### config.mk
export PLATFORM = sky130hd
export DESIGN_NAME = debug_mem_dumper
export DESIGN_NICKNAME = d
export VERILOG_FILES = /design/src/rtl/debug_mem_dumper.sv
export SDC_FILE = /design/constraint.sdc
export NUM_CORES = 1
export LEC_CHECK = 0
export ABC_AREA = 1
export CAP_MARGIN = 20
export CORE_MARGIN = 5
export CORE_UTILIZATION = 44
export CTS_CLUSTER_SIZE = 16
export DETAILED_ROUTE_END_ITERATION = 8
export PLACE_DENSITY = 0.83
export SLEW_MARGIN = 20
export SYNTH_ARGS = -nofsm -noshare
export SYNTH_HDL_FRONTEND = slang
export SYNTH_SLANG_ARGS = --single-unit
### constraint.sdc
create_clock -name i_clock -period 1.4 [get_ports i_clock]
set_input_delay 0.28 -clock i_clock [delete_from_list [all_inputs] [get_ports i_clock]]
set_output_delay 0.28 -clock i_clock [all_outputs]
set_load 0.03 [all_outputs]
### src/rtl/debug_mem_dumper.sv
// Streams every data memory byte, address 0 upward, to the debug transmitter.
// Optional trailing XOR checksum byte when DUMP_CHECKSUM_EN is defined.
module debug_mem_dumper #(
    parameter int MEMORY_WIDTH = 8,
    parameter int MEMORY_DEPTH = 128,
    parameter int NB_ADDR      = 7
) (
    input  logic                    i_clock,
    input  logic                    i_reset,
    input  logic                    i_start,
    output logic                    o_mem_enable,
    output logic                    o_read_enable,
    output logic [NB_ADDR-1:0]      o_read_address,
    input  logic [MEMORY_WIDTH-1:0] i_byte_data,
    output logic [MEMORY_WIDTH-1:0] o_tx_data,
    output logic                    o_tx_valid,
    input  logic                    i_tx_ready,
    output logic                    o_busy,
    output logic                    o_done
);

    localparam logic [NB_ADDR-1:0] LAST_ADDR = NB_ADDR'(MEMORY_DEPTH - 1);
    localparam logic [NB_ADDR-1:0] ADDR_ONE  = NB_ADDR'(1);

    typedef enum logic [2:0] {
        ST_IDLE,
        ST_REQ,
        ST_LATCH,
        ST_SEND,
        ST_FIN
`ifdef DUMP_CHECKSUM_EN
        ,
        ST_CSUM
`endif
    } state_t;

    state_t                  state_q, state_d;
    logic [NB_ADDR-1:0]      addr_q, addr_d;
    logic [MEMORY_WIDTH-1:0] tx_data_q, tx_data_d;
`ifdef DUMP_CHECKSUM_EN
    logic [MEMORY_WIDTH-1:0] csum_q, csum_d;
`endif

    // State, address counter and outgoing byte registers
    always_ff @(posedge i_clock) begin
        if (i_reset) begin
            state_q   <= ST_IDLE;
            addr_q    <= '0;
            tx_data_q <= '0;
`ifdef DUMP_CHECKSUM_EN
            csum_q    <= '0;
`endif
        end else begin
            state_q   <= state_d;
            addr_q    <= addr_d;
            tx_data_q <= tx_data_d;
`ifdef DUMP_CHECKSUM_EN
            csum_q    <= csum_d;
`endif
        end
    end

    // Next-state: one read strobe, one latch cycle, then hold until accepted
    always_comb begin
        state_d   = state_q;
        addr_d    = addr_q;
        tx_data_d = tx_data_q;
`ifdef DUMP_CHECKSUM_EN
        csum_d    = csum_q;
`endif
        unique case (state_q)
            ST_IDLE: begin
                if (i_start) begin
                    state_d = ST_REQ;
                    addr_d  = '0;
`ifdef DUMP_CHECKSUM_EN
                    csum_d  = '0;
`endif
                end
            end
            ST_REQ: begin
                state_d = ST_LATCH;
            end
            ST_LATCH: begin
                tx_data_d = i_byte_data;
                state_d   = ST_SEND;
            end
            ST_SEND: begin
                if (i_tx_ready) begin
`ifdef DUMP_CHECKSUM_EN
                    csum_d = csum_q ^ tx_data_q;
`endif
                    if (addr_q == LAST_ADDR) begin
`ifdef DUMP_CHECKSUM_EN
                        tx_data_d = csum_q ^ tx_data_q;
                        state_d   = ST_CSUM;
`else
                        state_d   = ST_FIN;
`endif
                    end else begin
                        addr_d  = addr_q + ADDR_ONE;
                        state_d = ST_REQ;
                    end
                end
            end
`ifdef DUMP_CHECKSUM_EN
            ST_CSUM: begin
                if (i_tx_ready) begin
                    state_d = ST_FIN;
                end
            end
`endif
            ST_FIN: begin
                state_d = ST_IDLE;
            end
            default: begin
                state_d = ST_IDLE;
            end
        endcase
    end

    assign o_mem_enable   = (state_q == ST_REQ);
    assign o_read_enable  = (state_q == ST_REQ);
    assign o_read_address = (state_q == ST_REQ) ? addr_q : '0;
    assign o_tx_data      = tx_data_q;
`ifdef DUMP_CHECKSUM_EN
    assign o_tx_valid     = (state_q == ST_SEND) || (state_q == ST_CSUM);
`else
    assign o_tx_valid     = (state_q == ST_SEND);
`endif
    assign o_busy         = (state_q != ST_IDLE);
    assign o_done         = (state_q == ST_FIN);

endmodule
# ---- After elaboration in Yosys (flattened, before gate mapping)
# Cells that the tools add are included.
# W data, S select, Z words.
dict set report totals {
  regBits 18
  latchBits 0
  mem_bits_rw 0
  rom_bits 0
  out_inout_bits 20
  elab_cells 26
  memories 0
}
dict set report op_classes {
  add_sub_neg 1
  multipliers 0
  div_mod_pow 0
  n_lt_le_gt_ge 0
  eq_ne 8
  shift 0
  muxes 9
  n_bitwise 0
  reduce_logical 5
}
# op n
set op_table {}
lappend op_table {{$mux W7} 4}
lappend op_table {{$pmux W7 S2} 1}
lappend op_table {{$pmux W3 S4} 1}
lappend op_table {{$mux W3} 3}
lappend op_table {{$add A7 B1 Y7 const B} 1}
lappend op_table {{$eq A7 B7 Y1 const B} 1}
lappend op_table {{$eq A3 B2 Y1 const B} 2}
lappend op_table {{$ne A2 B2 Y1 const B} 2}
lappend op_table {{$reduce_and A4 Y1} 1}
lappend op_table {{$eq A3 B1 Y1 const B} 1}
lappend op_table {{$eq A3 B3 Y1 const B} 1}
lappend op_table {{$logic_not A3 Y1} 1}
lappend op_table {{$reduce_bool A3 Y1} 1}
lappend op_table {{$ne A2 B1 Y1 const B} 1}
lappend op_table {{$reduce_and A2 Y1} 1}
lappend op_table {{$reduce_bool A2 Y1} 1}

# ---- Longest topological paths before layout
dict set report logic_depth {
  word_depth 4
  depth_mapped 8
  mapped_depth_nobuf 8
}

# ---- Worst setup path after synthesis
# Ideal clock, no wire load.
dict set report synth_timing {
  path_kind {flip-flop to output port}
  from {register state_q[2]}
  to {output port o_read_address[0]}
  arrival_ns 1.910
  t_required_ns 1.120
  setup_slack_ns -0.790
  stages_incl_launch_ff 4
  cell_sequence {dfxtp_1 -> nor3_1 -> inv_1 -> nor2_1}
}
dict set report synth_via {
  elab_chain_len 2
}
# element line_no
set synth_rtl {}
lappend synth_rtl {{from (decl)} 37} ;# state_t state_q, state_d;
lappend synth_rtl {{from (signal assigned)} 54} ;# state_q <= state_d;
lappend synth_rtl {{$eq A3 B1 Y1} --}
lappend synth_rtl {{net o_mem_enable} 11} ;# output logic o_mem_enable,
lappend synth_rtl {{$mux W7} 124} ;# assign o_read_address = (state_q == ST_REQ) ? addr_q : '0;
lappend synth_rtl {{to (decl)} 13} ;# output logic [NB_ADDR-1:0] o_read_address,
# The timed path passes the listed nets, and every way through them passes these cells.

# ---- Worst setup path after layout
dict set report layout_timing {
  from {register state_q[0]}
  to {output port o_read_address[3]}
}
dict set report layout_via {
  elab_chain_len 2
}
# element line_no
set layout_rtl {}
lappend layout_rtl {{$eq A3 B1 Y1} 124}
lappend layout_rtl {{$mux W7} 124}
# No other way between the ends.

==> impl_metrics.env <==
export IMPL_hold_viol_final=0
export IMPL_power_leakage_nw=0.671
export IMPL_seq_area_frac_synth_pct=38.7
export IMPL_drt_iter0_drc=13
export IMPL_io_buffers=31
export IMPL_vias=1030
export IMPL_grt_pass1_wl_mm=4.10
export IMPL_nNetsFinal=197
export IMPL_worst_pin_slew_ns=0.324
export IMPL_max_stage_delay_ns=0.37
export IMPL_wl_mm=2.78
export IMPL_via_per_inst=4.90
export IMPL_die_h_um=56.0
export IMPL_hold_slack_ns=0.501
export IMPL_synth_most_common_cell="nor2_1"
export IMPL_place_ws_ns=-0.0154
export IMPL_powerDensity_nw_per_um2=1380
export IMPL_clock_sinks=18
export IMPL_fillers=132
export IMPL_synth_edf_count=0
export IMPL_grt_max_degree=12
export IMPL_layout_setup_ws_ns=-0.156
export IMPL_yosys_area_top_type="dfxtp_1"
export IMPL_synthToLayoutAreaGrowth_pct=65.9
export IMPL_root_buffer="clkbuf_4"
export IMPL_path_cells="inv_2, nor3_4, inv_4, nor2_2, buf_6"
export IMPL_drc=0
export IMPL_synthFlopType="dfxtp_1"
export IMPL_fin_crit_sh_pct=111
export IMPL_clkTransAtPathRegs_ns=0.11
export IMPL_globalRouteOverflowTotal=0
export IMPL_cp_end_kind="primary output"
export IMPL_fin_tns_setup_ns=-1.85
export IMPL_ys_ff_latch=18
export IMPL_die_x_um=56.0
export IMPL_post_route_util_pct=77.9
export IMPL_dieArea_sq_um=3140
export IMPL_ys_top_cells_by_area="dfxtp_1 39%, nor2_1 14%, nand2_1 9.7%"
export IMPL_min_path_type="reg2reg"
export IMPL_syn_area_sq_um=931
export IMPL_numCtsBuffers=3
export IMPL_irDropWorstVdd_mv=1.27
export IMPL_period_needed_ns=1.56
export IMPL_diodes=0
export IMPL_slowest_stage="dfxtp_2"
export IMPL_postSynthCellCount=137
export IMPL_drtAntennaViolNets=0
export IMPL_violations="negative setup slack"
export IMPL_dpl_hpwl_mm=1.80
export IMPL_fmax_mhz=643
export IMPL_worst_skew_pair_late_latency_ns=0.30
export IMPL_critPathKind="reg2out"
export IMPL_htreeDepth=1
export IMPL_coreArea_sq_um=1980
export IMPL_synth_avg_cell_area_sq_um=6.79
export IMPL_grtUsageTotal_pct=16.5
export IMPL_grt_pass1_vias=914
export IMPL_syn_nets=150
export IMPL_synth_top_area_share_pct=38.7
export IMPL_start_kind="flop"
export IMPL_grt_setup_unrepaired="yes"
export IMPL_initial_utilization_pct=47.0
export IMPL_drive_gt1_share_pct=39.9
export IMPL_cts_tree="done"
export IMPL_critPathArrivalTime_ns=1.28
export IMPL_slew_viol_final=0
export IMPL_finalSetupViolCount=18
export IMPL_ys_async_sr_fraction_pct=0
export IMPL_cap_viol_max_count=0
export IMPL_gp_congestion=0.841
export IMPL_synth_commonest_cells="35 x nor2_1, 24 x nand2_1, 18 x dfxtp_1"
export IMPL_firstDrtPassIters=4
export IMPL_path_max_fanout=8
export IMPL_max_slew_margin_rel_pct=78.5
export IMPL_cts_buffer_depth=2
export IMPL_routedWlPerCell_um=13.2
export IMPL_io_pins=32
export IMPL_critPathRequiredTime_ns=1.12
export IMPL_fin_skew_ns=0.00479
export IMPL_antenna_found_initial=0
export IMPL_status="finished with violations"
export IMPL_ys_types=21
export IMPL_fp_row_count=16
export IMPL_yosysWarnings=0
==> area by class of cell <==
cell class / instances / area (sq um) / area share, %
well taps: 27 / 33.8 / 2.19
clock buffers: 4 / 36.3 / 2.35
flip-flops and latches: 18 / 369 / 23.9
repair buffers: 45 / 442 / 28.6
inverters: 18 / 75.1 / 4.86
multi-input cells: 98 / 588 / 38.1
==> sequential cells by signal, summed over array words and instances (netlist names) <==
signal	flops
o_tx_data	8
addr_q	7
state_q	3
==> placed cells by master (no fill, tap or decap), types with 3 or more instances in the layout <==
cell	netlist	layout
nand3_1	6	5
o21ai_0	9	8
clkbuf_4	0	3
inv_4	0	3
buf_6	0	14
inv_1	15	12
buf_4	2	11
nand2_4	2	5
clkdlybuf4s50_1	0	11
a21oi_2	0	4
nand2_1	24	17
dlygate4sd2_1	0	7
inv_2	3	3
nor2_1	35	25
nand2_2	4	8
nor2_2	0	8
nor2_4	3	5
dfxtp_1	18	15
a21oi_1	7	3
==> layer usage <==
| metal | wire length (um) | track usage, % | up-vias |
|---|---|---|---|
| met5 | 0 | 0 | - |
| met4 | 93 | 8.81 | 0 |
| met3 | 104 | 2.55 | 11 |
| met2 | 1480 | 28.7 | 27 |
| met1 | 1100 | 19.1 | 471 |
| li1 | - | - | 521 |
==> stage by stage <==
step	cells	area (sq um)	power [mW]
after floorplan	137	968	1.30
after global placement	199	1320	1.59
after detailed placement	199	1320	1.61
after CTS	206	1410	1.98
after global routing	210	1540	2.25
final	210	1540	2.12
==> worst paths after layout <==
check,from,endpoint,slack [ns],depth (start not counted)
setup reg to reg,addr_q[1],addr_q[4],-0.08,7
hold reg to reg,addr_q[5],addr_q[5],0.50,2
setup / recovery,state_q[0],o_read_address[3],-0.16,5
hold / removal,addr_q[5],addr_q[5],0.50,2
==> critical path, delay by kind of cell (launching register included) <==
family                 cells  cell delay, ns
DFF                        1            0.37
and+or+nand+nor            2            0.29
buffers and inverters      3            0.32
==> kinds of logic after synthesis <==
kind of cell | share of synthesized area (%)
compound gates | 9.27
xor+xnor | 0.941
fa+ha+maj | 1.34
simple gates | 40.5
flops | 38.7
buf+inv | 9.27
==> power breakdown <==
group	total (mW)	internal (mW)	switching, mW
Combinational	1.15	0.436	0.712
Clock	0.330	0.159	0.171
Sequential	0.646	0.598	0.0483
==> what timing repair did <==
item | in CTS | in global routing
endpoints found under the setup margin | 24 | 19
pin swaps | 1 | 12
resized for setup | 22 | 30
endpoints found under the hold margin | 0 | 0
hold buffers | 0 | 0
setup buffers | 3 | 5
No activity file was read; power rests on OpenSTA's default activity.
